## src/rtl/frontend_core_arbiter_pkg.sv

```systemverilog
// Shared command definitions for the DRAM frontend: command struct, op encoding
// and the core arbiter FSM states.
package frontend_command_definition_pkg;

  typedef enum logic {
    OP_READ  = 1'b0,
    OP_WRITE = 1'b1
  } op_type_t;

  typedef struct packed {
    op_type_t    op_type;
    logic [31:0] addr;
    logic [2:0]  core_id;
    logic [7:0]  req_id;
  } frontend_command_t;

  typedef enum logic [1:0] {
    ARB   = 2'd0,
    CMD   = 2'd1,
    WDATA = 2'd2
  } arb_state_t;

endpackage

```

## src/rtl/frontend_core_arbiter_if.sv

```systemverilog
// Core-side and scheduler-side channels of the frontend core arbiter.
// master = the arbiter itself, slave = the cores/scheduler environment.
interface frontend_core_arbiter_if #(
  parameter int NUM_CORES = 4,
  parameter int DATA_W    = 128
);
  import frontend_command_definition_pkg::*;
  localparam int IW = (NUM_CORES > 1) ? $clog2(NUM_CORES) : 1;

  logic [NUM_CORES-1:0]              i_core_req_valid;
  frontend_command_t [NUM_CORES-1:0] i_core_req;
  logic [NUM_CORES-1:0]              o_core_req_ready;
  logic [NUM_CORES-1:0]              i_core_wdata_valid;
  logic [NUM_CORES-1:0]              i_core_wdata_last;
  logic [NUM_CORES-1:0][DATA_W-1:0]  i_core_wdata;
  logic [NUM_CORES-1:0]              o_core_wdata_ready;

  logic                              o_sched_cmd_valid;
  frontend_command_t                 o_sched_cmd;
  logic                              i_sched_cmd_ready;
  logic                              o_sched_wdata_valid;
  logic [DATA_W-1:0]                 o_sched_wdata;
  logic                              o_sched_wdata_last;
  logic                              i_sched_wdata_ready;

  logic                              i_rd_done_valid;
  logic [IW-1:0]                     i_rd_done_core;

  modport master (
    input  i_core_req_valid, i_core_req, i_core_wdata_valid, i_core_wdata_last, i_core_wdata,
    input  i_sched_cmd_ready, i_sched_wdata_ready, i_rd_done_valid, i_rd_done_core,
    output o_core_req_ready, o_core_wdata_ready, o_sched_cmd_valid, o_sched_cmd,
    output o_sched_wdata_valid, o_sched_wdata, o_sched_wdata_last
  );

  modport slave (
    output i_core_req_valid, i_core_req, i_core_wdata_valid, i_core_wdata_last, i_core_wdata,
    output i_sched_cmd_ready, i_sched_wdata_ready, i_rd_done_valid, i_rd_done_core,
    input  o_core_req_ready, o_core_wdata_ready, o_sched_cmd_valid, o_sched_cmd,
    input  o_sched_wdata_valid, o_sched_wdata, o_sched_wdata_last
  );
endinterface

```

## src/rtl/frontend_core_arbiter_rr_arbiter.sv

```systemverilog
// Combinational round-robin pick: first requester at or after ptr, wrapping.
module rr_arbiter #(
  parameter  int N  = 4,
  localparam int IW = (N > 1) ? $clog2(N) : 1
) (
  input  logic [N-1:0]  req,
  input  logic [IW-1:0] ptr,
  output logic [N-1:0]  gnt_onehot,
  output logic [IW-1:0] gnt_idx,
  output logic          gnt_any
);
  always_comb begin
    gnt_onehot = '0;
    gnt_idx    = '0;
    gnt_any    = 1'b0;
    for (int k = 0; k < N; k++) begin
      if (!gnt_any && req[(int'(ptr) + k) % N]) begin
        gnt_any                             = 1'b1;
        gnt_idx                             = IW'((int'(ptr) + k) % N);
        gnt_onehot[(int'(ptr) + k) % N]     = 1'b1;
      end
    end
  end
endmodule

```

## src/rtl/frontend_core_arbiter.sv

```systemverilog
// Round-robin sharing of the scheduler command/write-data port between cores,
// with write-burst locking and per-core outstanding-read credits.
module frontend_core_arbiter
  import frontend_command_definition_pkg::*;
#(
  parameter  int NUM_CORES    = 4,
  parameter  int DATA_W       = 128,
  parameter  int MAX_RD_OUTST = 4,
  localparam int IW           = (NUM_CORES > 1) ? $clog2(NUM_CORES) : 1,
  localparam int CW           = $clog2(MAX_RD_OUTST + 1)
) (
  input  logic                    clk,
  input  logic                    rst,
  frontend_core_arbiter_if.master bus,
  output logic [IW-1:0]           o_grant_core,
  output logic                    o_busy,
  output logic                    o_credit_err
);
  arb_state_t                     state, state_n;
  frontend_command_t              cmd_q;
  logic [IW-1:0]                  grant_q, rr_ptr, gnt_idx;
  logic [NUM_CORES-1:0][CW-1:0]   rd_cnt;
  logic [NUM_CORES-1:0]           eligible, gnt_onehot, rd_inc, rd_dec;
  logic                           gnt_any;
  logic [DATA_W-1:0]              wdata_mux;

  for (genvar i = 0; i < NUM_CORES; i++) begin : g_core
    assign eligible[i] = bus.i_core_req_valid[i] &
                         ~((bus.i_core_req[i].op_type == OP_READ) &
                           (rd_cnt[i] == CW'(MAX_RD_OUTST)));
    assign rd_dec[i]   = bus.i_rd_done_valid & (bus.i_rd_done_core == IW'(i));
  end

  rr_arbiter #(.N(NUM_CORES)) u_rr (
    .req        (eligible),
    .ptr        (rr_ptr),
    .gnt_onehot (gnt_onehot),
    .gnt_idx    (gnt_idx),
    .gnt_any    (gnt_any)
  );

  assign o_grant_core = grant_q;
  assign o_busy       = (state != ARB);
  assign wdata_mux    = bus.i_core_wdata[grant_q];

  // Outputs are gated by rst so nothing leaks out during a reset cycle.
  always_comb begin
    state_n                 = state;
    rd_inc                  = '0;
    bus.o_core_req_ready    = '0;
    bus.o_core_wdata_ready  = '0;
    bus.o_sched_cmd_valid   = 1'b0;
    bus.o_sched_cmd         = '0;
    bus.o_sched_wdata_valid = 1'b0;
    bus.o_sched_wdata       = '0;
    bus.o_sched_wdata_last  = 1'b0;
    if (!rst) begin
      case (state)
        ARB: if (gnt_any) begin
          bus.o_core_req_ready = gnt_onehot;
          rd_inc  = (bus.i_core_req[gnt_idx].op_type == OP_READ) ? gnt_onehot : '0;
          state_n = CMD;
        end
        CMD: begin
          bus.o_sched_cmd_valid = 1'b1;
          bus.o_sched_cmd       = cmd_q;
          if (bus.i_sched_cmd_ready)
            state_n = (cmd_q.op_type == OP_WRITE) ? WDATA : ARB;
        end
        WDATA: begin
          bus.o_sched_wdata_valid         = bus.i_core_wdata_valid[grant_q];
          bus.o_sched_wdata               = wdata_mux;
          bus.o_sched_wdata_last          = bus.i_core_wdata_last[grant_q];
          bus.o_core_wdata_ready[grant_q] = bus.i_sched_wdata_ready;
          if (bus.i_core_wdata_valid[grant_q] && bus.i_sched_wdata_ready &&
              bus.i_core_wdata_last[grant_q])
            state_n = ARB;
        end
        default: state_n = ARB;
      endcase
    end
  end

  always_ff @(posedge clk) begin
    if (rst) begin
      state        <= ARB;
      cmd_q        <= '0;
      grant_q      <= '0;
      rr_ptr       <= '0;
      rd_cnt       <= '0;
      o_credit_err <= 1'b0;
    end else begin
      state <= state_n;
      if (state == ARB && gnt_any) begin
        cmd_q   <= bus.i_core_req[gnt_idx];
        grant_q <= gnt_idx;
        rr_ptr  <= (gnt_idx == IW'(NUM_CORES - 1)) ? '0 : gnt_idx + 1'b1;
      end
      // A grant and a returned credit on the same core cancel out.
      for (int i = 0; i < NUM_CORES; i++) begin
        if (rd_inc[i] && !rd_dec[i])
          rd_cnt[i] <= rd_cnt[i] + 1'b1;
        else if (rd_dec[i] && !rd_inc[i]) begin
          if (rd_cnt[i] == '0) o_credit_err <= 1'b1;
          else                 rd_cnt[i]    <= rd_cnt[i] - 1'b1;
        end
      end
    end
  end
endmodule

```

## src/flat_wrapper.sv

```systemverilog
// flat-port wrapper written by rule: the top's interface ports become plain ports
module frontend_core_arbiter_flat import frontend_command_definition_pkg::*;
#(
  parameter  int NUM_CORES    = 4,
  parameter  int DATA_W       = 128,
  parameter  int MAX_RD_OUTST = 4,
  localparam int IW           = (NUM_CORES > 1) ? $clog2(NUM_CORES) : 1,
  localparam int CW           = $clog2(MAX_RD_OUTST + 1)
)
  (clk, rst, o_grant_core, o_busy, o_credit_err, bus_i_core_req_valid, bus_i_core_req, bus_i_core_wdata_valid, bus_i_core_wdata_last, bus_i_core_wdata, bus_i_sched_cmd_ready, bus_i_sched_wdata_ready, bus_i_rd_done_valid, bus_i_rd_done_core, bus_o_core_req_ready, bus_o_core_wdata_ready, bus_o_sched_cmd_valid, bus_o_sched_cmd, bus_o_sched_wdata_valid, bus_o_sched_wdata, bus_o_sched_wdata_last);
  frontend_core_arbiter_if #(.NUM_CORES(NUM_CORES), .DATA_W(DATA_W)) bus_i ();
  input  logic clk;
  input  logic rst;
  output logic [IW-1:0] o_grant_core;
  output logic o_busy;
  output logic o_credit_err;
  input wire logic [$bits(bus_i.i_core_req_valid)-1:0] bus_i_core_req_valid;
  input wire logic [$bits(bus_i.i_core_req)-1:0] bus_i_core_req;
  input wire logic [$bits(bus_i.i_core_wdata_valid)-1:0] bus_i_core_wdata_valid;
  input wire logic [$bits(bus_i.i_core_wdata_last)-1:0] bus_i_core_wdata_last;
  input wire logic [$bits(bus_i.i_core_wdata)-1:0] bus_i_core_wdata;
  input wire logic [$bits(bus_i.i_sched_cmd_ready)-1:0] bus_i_sched_cmd_ready;
  input wire logic [$bits(bus_i.i_sched_wdata_ready)-1:0] bus_i_sched_wdata_ready;
  input wire logic [$bits(bus_i.i_rd_done_valid)-1:0] bus_i_rd_done_valid;
  input wire logic [$bits(bus_i.i_rd_done_core)-1:0] bus_i_rd_done_core;
  output wire logic [$bits(bus_i.o_core_req_ready)-1:0] bus_o_core_req_ready;
  output wire logic [$bits(bus_i.o_core_wdata_ready)-1:0] bus_o_core_wdata_ready;
  output wire logic [$bits(bus_i.o_sched_cmd_valid)-1:0] bus_o_sched_cmd_valid;
  output wire logic [$bits(bus_i.o_sched_cmd)-1:0] bus_o_sched_cmd;
  output wire logic [$bits(bus_i.o_sched_wdata_valid)-1:0] bus_o_sched_wdata_valid;
  output wire logic [$bits(bus_i.o_sched_wdata)-1:0] bus_o_sched_wdata;
  output wire logic [$bits(bus_i.o_sched_wdata_last)-1:0] bus_o_sched_wdata_last;
  assign bus_i.i_core_req_valid = bus_i_core_req_valid;
  assign bus_i.i_core_req = bus_i_core_req;
  assign bus_i.i_core_wdata_valid = bus_i_core_wdata_valid;
  assign bus_i.i_core_wdata_last = bus_i_core_wdata_last;
  assign bus_i.i_core_wdata = bus_i_core_wdata;
  assign bus_i.i_sched_cmd_ready = bus_i_sched_cmd_ready;
  assign bus_i.i_sched_wdata_ready = bus_i_sched_wdata_ready;
  assign bus_i.i_rd_done_valid = bus_i_rd_done_valid;
  assign bus_i.i_rd_done_core = bus_i_rd_done_core;
  assign bus_o_core_req_ready = bus_i.o_core_req_ready;
  assign bus_o_core_wdata_ready = bus_i.o_core_wdata_ready;
  assign bus_o_sched_cmd_valid = bus_i.o_sched_cmd_valid;
  assign bus_o_sched_cmd = bus_i.o_sched_cmd;
  assign bus_o_sched_wdata_valid = bus_i.o_sched_wdata_valid;
  assign bus_o_sched_wdata = bus_i.o_sched_wdata;
  assign bus_o_sched_wdata_last = bus_i.o_sched_wdata_last;
  frontend_core_arbiter #(.NUM_CORES(NUM_CORES), .DATA_W(DATA_W), .MAX_RD_OUTST(MAX_RD_OUTST)) u_core (.clk(clk), .rst(rst), .bus(bus_i), .o_grant_core(o_grant_core), .o_busy(o_busy), .o_credit_err(o_credit_err));
endmodule
```

## config.mk

```make
export PLATFORM = sky130hd
export DESIGN_NAME = frontend_core_arbiter_flat
export DESIGN_NICKNAME = d
export VERILOG_FILES = /design/src/rtl/frontend_core_arbiter_pkg.sv /design/src/rtl/frontend_core_arbiter_if.sv /design/src/rtl/frontend_core_arbiter_rr_arbiter.sv /design/src/rtl/frontend_core_arbiter.sv /design/src/flat_wrapper.sv
export SDC_FILE = /design/constraint.sdc
export NUM_CORES = 1
export LEC_CHECK = 0
export BUFFER_PORTS_ARGS = -buffer_cell sky130_fd_sc_hd__clkbuf_2
export CAP_MARGIN = 40
export CORE_AREA = 2 2 344 346
export DETAILED_ROUTE_END_ITERATION = 7
export DIE_AREA = 0 0 346 348
export MAX_ROUTING_LAYER = met4
export PLACE_DENSITY = 0.34
export SYNTH_ARGS = -nofsm -noshare
export SYNTH_HDL_FRONTEND = slang
export SYNTH_SLANG_ARGS = --single-unit
```

## constraint.sdc

```tcl
create_clock -name clk -period 7.8 [get_ports clk]
set_input_delay 1.17 -clock clk [delete_from_list [all_inputs] [get_ports clk]]
set_output_delay 1.17 -clock clk [all_outputs]
set_load 0.01 [all_outputs]
```

==> results summary <==
The run finished with clean final reports. Summed over all instances, the cell type with the most area after synthesis is sky130_fd_sc_hd__mux4_2. The area occupied by registers came out at roughly 0.0013 mm². The number of buffers inserted by port buffering is a little under 900. In this run, post-CTS repair resized a total of 0 instances. The number of synthesis warnings is 0. The largest voltage drop on the vdd net is ~190 µV. The number of synthesized flops with an enable pin is 0. The final routed wirelength across all metal layers is 89680 µm.

The completed layout was analyzed and its total power is between 3 and 4 mW. The power density relative to cell area came out at around 230 mW/mm². The final non-filler cell total came out at approximately 3300. The number of antenna violations at the first check in global routing is between 60 and 70. The kind of end point of the critical path is a primary output. The die height is 348 µm.

Relative to the synthesized area, the layout overhead comes to 72.60%. The area share of the largest cell type after synthesis is 0.3243. The detailed-route vias per instance came out at about 3.4. The total count of hold-check failures in the final report is 0.

The multi-input logic area came out at 0.007393 mm². After floorplanning, the core was divided into 126 placement rows. The per-cell routed wire length came out at ~27 µm. The actual transition at the worst max-transition pin came out at approximately 800 ps.

The detailed router's first-iteration violation count is a little under 600. The final layout net count is roughly 2500. Synthesis inferred 63 register bits. STA classifies the critical path startpoint as a register. The H-tree was split into 3 levels. The largest buffer count on any clock path is 2. The final max-slew violation count came out at 0.

Entering global routing, the biggest net connects between 80 and 90 pins. The half-perimeter wire length after detailed placement came out at 81020 µm. The wire length of the first global-routing pass is ~110000 µm. The area of the placeable core came out at between 0.1 and 0.15 mm². The hold buffer count at CTS came out at 0.

For this run, the total global-route usage over all layers was measured as 0.1468. The worst max-slew margin expressed relative to the limit is 0.4514. The final clock skew is ~14 ps. The insertion delay to the later sink of the worst-skew pair came out at ~380 ps. The cell sitting at the root of the clock tree is a sky130_fd_sc_hd__clkbuf_16. TritonCTS built the clock tree. The smallest clock period supported by the final layout is computed as 5277 ps.

The first detailed-routing pass took 5 iterations. The number of max-capacitance violations reported came out at 0. By area the synthesized netlist is led by sky130_fd_sc_hd__mux4_2 (32%), sky130_fd_sc_hd__dfxtp_1 (14%), sky130_fd_sc_hd__and2_1 (12%), sky130_fd_sc_hd__mux2i_1 (10%), sky130_fd_sc_hd__mux2_2 (5.3%).

The total setup violations reported at the end of the flow is 0. The final route contains ~11000 vias. Of all flip-flops after synthesis, the portion carrying an async set or reset was 0. Averaged over all synthesized cells, the footprint is about 10 µm². The fraction of final layout cells with drive strength greater than 1 is 0.6455. The critical path is of the register to primary output type. The floorplan step defined a die boundary enclosing roughly 0.12 mm².

For this run, the leading register cell type out of synthesis is sky130_fd_sc_hd__dfxtp_1. Along the worst path, the maximum fanout reaches 20. The number of distinct library cell variants in the gate-level netlist after synthesis is 58. Routability-driven placement finished with a final weighted congestion of 0.8709.

The commonest cells after synthesis are sky130_fd_sc_hd__and2_1 (177), sky130_fd_sc_hd__mux4_2 (131), sky130_fd_sc_hd__mux2i_1 (91). In this run, placement finished with an instance count of between 3000 and 4000. Synthesis handed over a netlist of a little under 900 instances. The initial utilization of the core area, before any placement, comes to 0.07776. In this run the cell area of the synthesized design comes to roughly 0.009 mm². The worst path required time came out at ~6600 ps. The top-level port count is a little under 900. In this run the remaining antenna-violating nets after routing total 0.

The number of setup buffers added after CTS is 0. The post-route fraction of the period consumed by the critical path came out at 0.6765. The via count of the first global-routing pass was 11630. The leakage power total came out at between 7 and 8 nW. CTS saw 63 sinks.

Yosys instantiated no cell more often than sky130_fd_sc_hd__and2_1. The floorplan die width is roughly 350 µm. The sequential-to-total area share from yosys stat is 0.1387. The number of clock buffers inserted by TritonCTS came out at 9. The residual DRC count is 0. The achievable frequency is around 190 MHz. Setup repair after global routing left no endpoint under its margin. The clock slew seen by the registers of the worst setup and hold paths is 60 ps. At the worst endpoint, the arrival time is 4110 ps. The tightest min-delay check is of the register to register type. Counting every net in the synthesized netlist gives between 1500 and 2000. The final-layout fill cell count came out at 13550. The setup TNS came out at 0 ps. The sum of overflow across all layers after global routing is 0.
sequential cells by signal, indices dropped and copies added, names as in the netlist:
name and flops:
u_core.cmd_q 44, u_core.rd_cnt 12, u_core.o_grant_core 2, u_core.rr_ptr 2
u_core.state 2, u_core.o_credit_err 1
layer usage:
layer	global-route usage	routed length (µm)	vias to the layer above
met1	0.1597	34930	5498
met3	0.04999	7291	85
met2	0.2567	45620	668
li1	-	-	5091
met5	-	0	-
met4	0.03431	1848	0
critical path, cell delays in order, from the launching register on:
cell,delay (ps)
sky130_fd_sc_hd__dfxtp_1,780
sky130_fd_sc_hd__inv_1,470
sky130_fd_sc_hd__ha_1,660
sky130_fd_sc_hd__inv_1,170
sky130_fd_sc_hd__mux4_2,490
sky130_fd_sc_hd__nor3_1,440
sky130_fd_sc_hd__a22o_1,190
sky130_fd_sc_hd__mux2i_1,70
sky130_fd_sc_hd__a21oi_1,270
sky130_fd_sc_hd__clkbuf_2,200
final timing paths:
kind | slack (ps) | from | end | cells past startpoint
worst max-delay path | 2520 | u_core.rr_ptr[0] | bus_o_core_req_ready[2] | 9
worst min register to register | 470 | u_core.cmd_q[24] | u_core.cmd_q[24] | 2
worst min-delay path | 470 | u_core.cmd_q[24] | u_core.cmd_q[24] | 2
worst max register to register | 2560 | u_core.rr_ptr[0] | u_core.rd_cnt[8] | 15
layout by cell type (no fill, tap or decap), types with 5 or more instances in the layout:
| cell type | count |
|---|---|
| sky130_fd_sc_hd__a21oi_1 | 18 |
| sky130_fd_sc_hd__clkbuf_16 | 9 |
| sky130_fd_sc_hd__nand2b_1 | 6 |
| sky130_fd_sc_hd__a22o_1 | 5 |
| sky130_fd_sc_hd__o21ai_0 | 8 |
| sky130_fd_sc_hd__clkbuf_2 | 893 |
| sky130_fd_sc_hd__nor4_1 | 5 |
| sky130_fd_sc_hd__buf_4 | 14 |
| sky130_fd_sc_hd__nand3b_1 | 44 |
| sky130_fd_sc_hd__nor2_1 | 28 |
| sky130_fd_sc_hd__mux2_2 | 43 |
| sky130_fd_sc_hd__mux2i_1 | 91 |
| sky130_fd_sc_hd__inv_1 | 17 |
| sky130_fd_sc_hd__ha_1 | 17 |
| sky130_fd_sc_hd__o21ai_1 | 43 |
| sky130_fd_sc_hd__mux4_2 | 131 |
| sky130_fd_sc_hd__nor2b_1 | 8 |
| sky130_fd_sc_hd__and2_1 | 177 |
| sky130_fd_sc_hd__dfxtp_1 | 61 |
| sky130_fd_sc_hd__diode_2 | 34 |
| sky130_fd_sc_hd__nor3_1 | 8 |
| sky130_fd_sc_hd__nand2_1 | 29 |
final cells by class:
cell class              instances  share of cell area
clock inverters                 6            0.004224
repair buffers                911              0.2969
flip-flops and latches         63             0.08081
diodes                         34            0.005419
clock buffers                  10             0.01522
inverters                      17            0.004064
multi-input cells             725              0.4709
well taps                    1536              0.1224
kinds of logic after synthesis:
kind of cell | Yosys count | synth area share
xor gates and xnor gates | 8 | 0.007702
adders and majority gates | 21 | 0.03219
DFF | 63 | 0.1387
AOI/OAI and AO/OA | 105 | 0.07401
buffers and inverters | 104 | 0.05144
muxes | 267 | 0.4807
and+or+nand+nor | 324 | 0.2153
stage by stage:
stage                       util  cell area, µm²  hold slack, ps  setup WS, ps
after floorplan                -            9096           446.5          2982
final                     0.1342           15700           473.9          2523
after CTS                 0.1335           15620           479.6          2499
after global placement    0.1305           15260           466.1          2426
after global routing      0.1341           15690           495.5          2064
after detailed placement  0.1309           15310           468.3          2367
power by group:
group | internal (mW) | switching (mW) | total, mW
Clock | 0.258 | 0.188 | 0.446
Combinational | 1.25 | 1.40 | 2.65
Sequential | 0.431 | 0.151 | 0.582
Total | 1.94 | 1.74 | 3.68
Power figures use the tool's default switching activity.
